[src/rtl/riscv_id_ex_stage.sv]
// riscv_id_ex_stage: ID/EX pipeline register with operand forwarding and ALU control decode
module riscv_id_ex_stage (
   input  logic        clk,
   input  logic        rst,
   input  logic        in_valid,
   output logic        in_ready,
   input  logic [31:0] instr,
   input  logic [31:0] rs1_data,
   input  logic [31:0] rs2_data,
   input  logic [31:0] imm,
   input  logic        exmem_wen,
   input  logic        memwb_wen,
   input  logic [4:0]  exmem_rd,
   input  logic [4:0]  memwb_rd,
   input  logic [31:0] exmem_result,
   input  logic [31:0] memwb_result,
   input  logic        flush,
   output logic        out_valid,
   input  logic        out_ready,
   output logic [31:0] SrcA,
   output logic [31:0] SrcB,
   output logic        Ainv,
   output logic        Binv,
   output logic [2:0]  ALUsel,
   output logic [4:0]  rd,
   output logic        reg_write,
   output logic        illegal
);
   localparam logic [6:0] OP_R = 7'b0110011, OP_I = 7'b0010011, OP_L = 7'b0000011,
                          OP_S = 7'b0100011, OP_B = 7'b1100011;
   localparam logic [4:0] C_AND = 5'b00000, C_OR = 5'b00001, C_ADD = 5'b00010, C_SUB = 5'b01010,
                          C_XOR = 5'b00100, C_SRA = 5'b00101, C_SLL = 5'b00110, C_SRL = 5'b00111,
                          C_SLT = 5'b01011;
   logic [6:0]  w_op;
   logic [4:0]  w_rd, w_rs1, w_rs2, w_ctl;
   logic [2:0]  w_f3;
   logic        w_f7b5, w_load, w_known, w_rw;
   logic [31:0] w_fa, w_fb;
   logic        r_valid, r_rw, r_ill;
   logic [31:0] r_a, r_b;
   logic [4:0]  r_ctl, r_rd;
   assign w_op    = instr[6:0];
   assign w_rd    = instr[11:7];
   assign w_f3    = instr[14:12];
   assign w_rs1   = instr[19:15];
   assign w_rs2   = instr[24:20];
   assign w_f7b5  = instr[30];
   assign in_ready = !r_valid || out_ready;
   assign w_load  = in_valid && in_ready && !flush;
   assign w_fa = (exmem_wen && exmem_rd == w_rs1 && w_rs1 != 5'd0) ? exmem_result :
                 (memwb_wen && memwb_rd == w_rs1 && w_rs1 != 5'd0) ? memwb_result : rs1_data;
   assign w_fb = (exmem_wen && exmem_rd == w_rs2 && w_rs2 != 5'd0) ? exmem_result :
                 (memwb_wen && memwb_rd == w_rs2 && w_rs2 != 5'd0) ? memwb_result : rs2_data;
   assign w_known = w_op == OP_R || w_op == OP_I || w_op == OP_L || w_op == OP_S || w_op == OP_B;
   assign w_rw    = (w_op == OP_R || w_op == OP_I || w_op == OP_L) && w_rd != 5'd0;
   // ALU control: arithmetic/immediate ops decode funct3, branches compare by subtraction, all else adds
   always_comb begin
      w_ctl = C_ADD;
      if (w_op == OP_R || w_op == OP_I)
         case (w_f3)
            3'b000:  w_ctl = (w_op == OP_R && w_f7b5) ? C_SUB : C_ADD;
            3'b001:  w_ctl = C_SLL;
            3'b010:  w_ctl = C_SLT;
            3'b011:  w_ctl = C_SLT;
            3'b100:  w_ctl = C_XOR;
            3'b101:  w_ctl = w_f7b5 ? C_SRA : C_SRL;
            3'b110:  w_ctl = C_OR;
            default: w_ctl = C_AND;
         endcase
      else if (w_op == OP_B)
         w_ctl = C_SUB;
   end
   // Pipeline register: reset beats flush beats load; data holds whenever nothing loads
   always_ff @(posedge clk) begin
      if (rst) begin
         r_valid <= 1'b0;
         r_a     <= '0;
         r_b     <= '0;
         r_ctl   <= '0;
         r_rd    <= '0;
         r_rw    <= 1'b0;
         r_ill   <= 1'b0;
      end else if (flush) begin
         r_valid <= 1'b0;
      end else if (w_load) begin
         r_valid <= 1'b1;
         r_a     <= w_fa;
         r_b     <= (w_op == OP_I || w_op == OP_L || w_op == OP_S) ? imm : w_fb;
         r_ctl   <= w_ctl;
         r_rd    <= w_rd;
         r_rw    <= w_rw;
         r_ill   <= !w_known;
      end else if (out_ready) begin
         r_valid <= 1'b0;
      end
   end
   assign out_valid = r_valid;
   assign SrcA      = r_a;
   assign SrcB      = r_b;
   assign {Ainv, Binv, ALUsel} = r_ctl;
   assign rd        = r_rd;
   assign reg_write = r_rw;
   assign illegal   = r_ill;
endmodule

[config.mk]
export PLATFORM = sky130hd
export DESIGN_NAME = riscv_id_ex_stage
export DESIGN_NICKNAME = d
export VERILOG_FILES = /design/src/rtl/riscv_id_ex_stage.sv
export SDC_FILE = /design/constraint.sdc
export NUM_CORES = 1
export LEC_CHECK = 0
export ABC_AREA = 1
export CORE_AREA = 2 2 109 122
export CTS_BUF_LIST = sky130_fd_sc_hd__clkbuf_4
export CTS_CLUSTER_DIAMETER = 40
export DETAILED_ROUTE_END_ITERATION = 16
export DIE_AREA = 0 0 111 124
export GPL_TIMING_DRIVEN = 0
export PLACE_DENSITY = 0.86
export SETUP_SLACK_MARGIN = 0.1
export SYNTH_ARGS = -nofsm -noshare
export SYNTH_HDL_FRONTEND = slang
export SYNTH_SLANG_ARGS = --single-unit
[constraint.sdc]
create_clock -name clk -period 2.9 [get_ports clk]
set_input_delay 0.58 -clock clk [delete_from_list [all_inputs] [get_ports clk]]
set_output_delay 0.58 -clock clk [all_outputs]
set_load 0.1 [all_outputs]
==> flow_summary.ini <==
[global_route]
grt_max_degree = 16
track_usage_pct = 31.7
grt_pass1_vias = 6829
antenna_found_initial = 0
grt-ovfl-total = 0
grt_pass1_wl_um = 34700

[drt]
first_pass_iters = 5
drt-total-wl_um = 22300
wl_met1_um = 8780
vias = 7218
first_iter_violations = 560
drtAntennaViolNets = 0
wl_met3_um = 1910
dr_wl_met2_um = 10800
drc_errors = 0
wl_per_cell_um = 15.8
viasPerCell = 5.11
top_layer = met4

[timing]
tns_ns = 0
rsz0062_at_grt = no
setup_violations = 0
fmax_mhz = 382
fin_crit_sh_pct = 90.4
worst_slew_pin_slew_ns = 1.05
finalMaxSlewViolations = 0
min_period_ns = 2.62
hold_violations = 0
max_slew_margin_pct = 29.5
finalClockSkew_ns = 0.0137

[final_layout]
final_area_um2 = 8640
num_antenna_cells = 0
drive_gt1_share_pct = 5.57
nets = 1460
area.growth.synth_to_final_pct = 56.7

[hold_path]
holdCritPathClass = reg2reg
min_from = SrcB[4]$_SDFFE_PP0P_

[place]
placed_area_um2 = 8490
place_congestion = 0.920
dpl.hpwl_um = 17600
io_buffers = 278

[clock_network]
hold_buffers = 0
numCtsBuffers = 9
htree_levels = 3
root_buffer = clkbuf_4
clk_pin_slew_worst_paths_ns = 0.15
clockBufferDepth = 2
clock_sinks = 76
cts_tree = yes
post_cts_resized = 1
clock_latency_ns = 0.48
postCtsSetupBuffers = 0

[setup_path]
cp-end-kind = output pin
cp_num_buf_inv = 1
reg2reg_from = out_valid$_SDFFE_PP0P_
required_ns = 2.32
startpoint_type = flip-flop
r2r_cells = 8
crit_family = buffers and inverters
rrSetupSlack_ns = 1.09
timing.rr.end = SrcB[8]$_SDFFE_PP0P_
crit_type = reg2out
cpPeakStageDelay_ns = 1.18
crit_path_end = SrcA[0]
path_cells = clkdlybuf4s50_1
setup.worst_path.start = SrcA[0]$_SDFFE_PP0P_
cp.arrival_ns = 2.04
crit_cells = 1
cpMaxStageDelayCell = clkdlybuf4s50_1
critPathMaxFanout = 2

[synth]
synth.yosys.seq_area_share_pct = 27.6
synth_seq_cells = 76
avgSynthCellArea_um2 = 5.73
synth_warnings = 0
netlist_instances = 962
netlist_area_um2 = 5510
synth_cell_types = 28
syn_nets = 1171

[die]
die_y_um = 124
coreArea_um2 = 12400
ios = 287
rows = 43
dieArea_um2 = 13800
initial_core_util_pct = 44.4
die_x_um = 111

[flow_run]
cap_viol_max_count = 0

[power]
pwr_density_cell_nw_per_um2 = 374
irDropWorstVdd_mv = 0.274
p_leak_nw = 4.33
power_mw = 3.23

[run_status]
status = completed
[layout make-up]
class	count	area [um^2]
clock inverters	7	81.3
clock buffers	9	67.6
multi-input cells	628	2920
inverters	195	732
fillers	1135	3790
repair buffers	278	2780
well taps	157	196
flip-flops and latches	76	1520
plain buffers	63	339
[flip-flops by register name (all words and copies together), names as in the netlist]
name	cells
SrcB	32
out_valid	1
illegal	1
r_ctl	4
reg_write	1
SrcA	32
rd	5
[worst min path at each step]
stage	end	slack, ns	cells past startpoint
floorplan	out_valid$_SDFFE_PP0P_	0.66	1
global placement	SrcB[31]$_SDFFE_PP0P_	0.45	2
detailed placement	SrcB[4]$_SDFFE_PP0P_	0.46	2
CTS	SrcB[4]$_SDFFE_PP0P_	0.48	2
global route	SrcB[1]$_SDFFE_PP0P_	0.50	2
finish	SrcB[4]$_SDFFE_PP0P_	0.47	2
[kinds of logic after synthesis]
logic type      Yosys count  synth area share (%)
flops                    76                  27.6
simple gates            434                  34.8
buf+inv                 258                  19.4
other cells               1                0.0680
compound gates          190                  17.7
xor+xnor                  3                 0.477
[where the power goes]
| group | leakage [nW] | switching (mW) | internal [mW] |
|---|---|---|---|
| Combinational | 3.62 | 0.870 | 0.484 |
| Clock | 0.0779 | 0.460 | 0.276 |
| Sequential | 0.624 | 0.0336 | 1.11 |
| Total | 4.33 | 1.36 | 1.87 |
[through the flow]
stage               util (%)  std cells  hold WS [ns]  setup WS [ns]
floorplan                  -        962         0.658          0.661
global placement        68.3       1397         0.452         0.0159
detailed placement      68.3       1397         0.455         0.0105
CTS                     69.5       1413         0.475          0.274
global route            69.5       1413         0.496          0.216
finish                  69.5       1413         0.474          0.279
[metal layers]
layer / vias to the layer above / track usage (%)
li1: 3609 / -
met1: 3146 / 38.0
met2: 390 / 55.6
met3: 73 / 6.57
met4: 0 / 13.9
met5: - / 0
[cell usage in the layout, fill, tap and decap left out, drive strengths merged]
cell type | synthesis | routed
o311ai | 1 | 1
clkbuf | 26 | 35
inv | 195 | 199
nand4 | 3 | 3
dlygate4sd2 | 0 | 1
clkinv | 0 | 1
nand2 | 239 | 239
clkinvlp | 0 | 1
a221oi | 1 | 1
a211oi | 1 | 1
bufinv | 0 | 1
xnor2 | 2 | 2
o221ai | 1 | 1
o211a | 1 | 1
xor2 | 1 | 1
buf | 37 | 37
dfxtp | 76 | 76
a21oi | 107 | 107
o21ai | 75 | 75
nand3 | 168 | 168
conb | 1 | 1
clkdlybuf4s50 | 0 | 277
nor2 | 21 | 21
o22ai | 3 | 3
nor3 | 3 | 3
[synthesized netlist by cell type]
| cell | n | area share (%) |
|---|---|---|
| a21oi_1 | 107 | 9.7 |
| dfxtp_1 | 76 | 28 |
| buf_4 | 8 | 1.1 |
| a221oi_1 | 1 | 0.16 |
| nor3_4 | 2 | 0.59 |
| o311ai_0 | 1 | 0.16 |
| clkbuf_1 | 26 | 1.8 |
| xor2_1 | 1 | 0.16 |
| o211a_1 | 1 | 0.18 |
| a211oi_1 | 1 | 0.14 |
| nor2_2 | 2 | 0.23 |
| buf_6 | 6 | 1.2 |
| o21ai_0 | 75 | 6.8 |
| nor2_4 | 4 | 0.82 |
| nor3_1 | 1 | 0.091 |
| inv_1 | 189 | 13 |
| nand2_1 | 235 | 16 |
| nand3_1 | 168 | 15 |
| inv_2 | 6 | 0.41 |
| o22ai_1 | 3 | 0.34 |
| nand2_2 | 4 | 0.45 |
| nand4_1 | 3 | 0.34 |
| o221ai_1 | 1 | 0.16 |
| xnor2_1 | 2 | 0.32 |
| nor2_1 | 15 | 1.0 |
| buf_1 | 1 | 0.068 |
| conb_1 | 1 | 0.068 |
| buf_2 | 22 | 2.0 |
No activity file was read; power rests on OpenSTA's default activity.
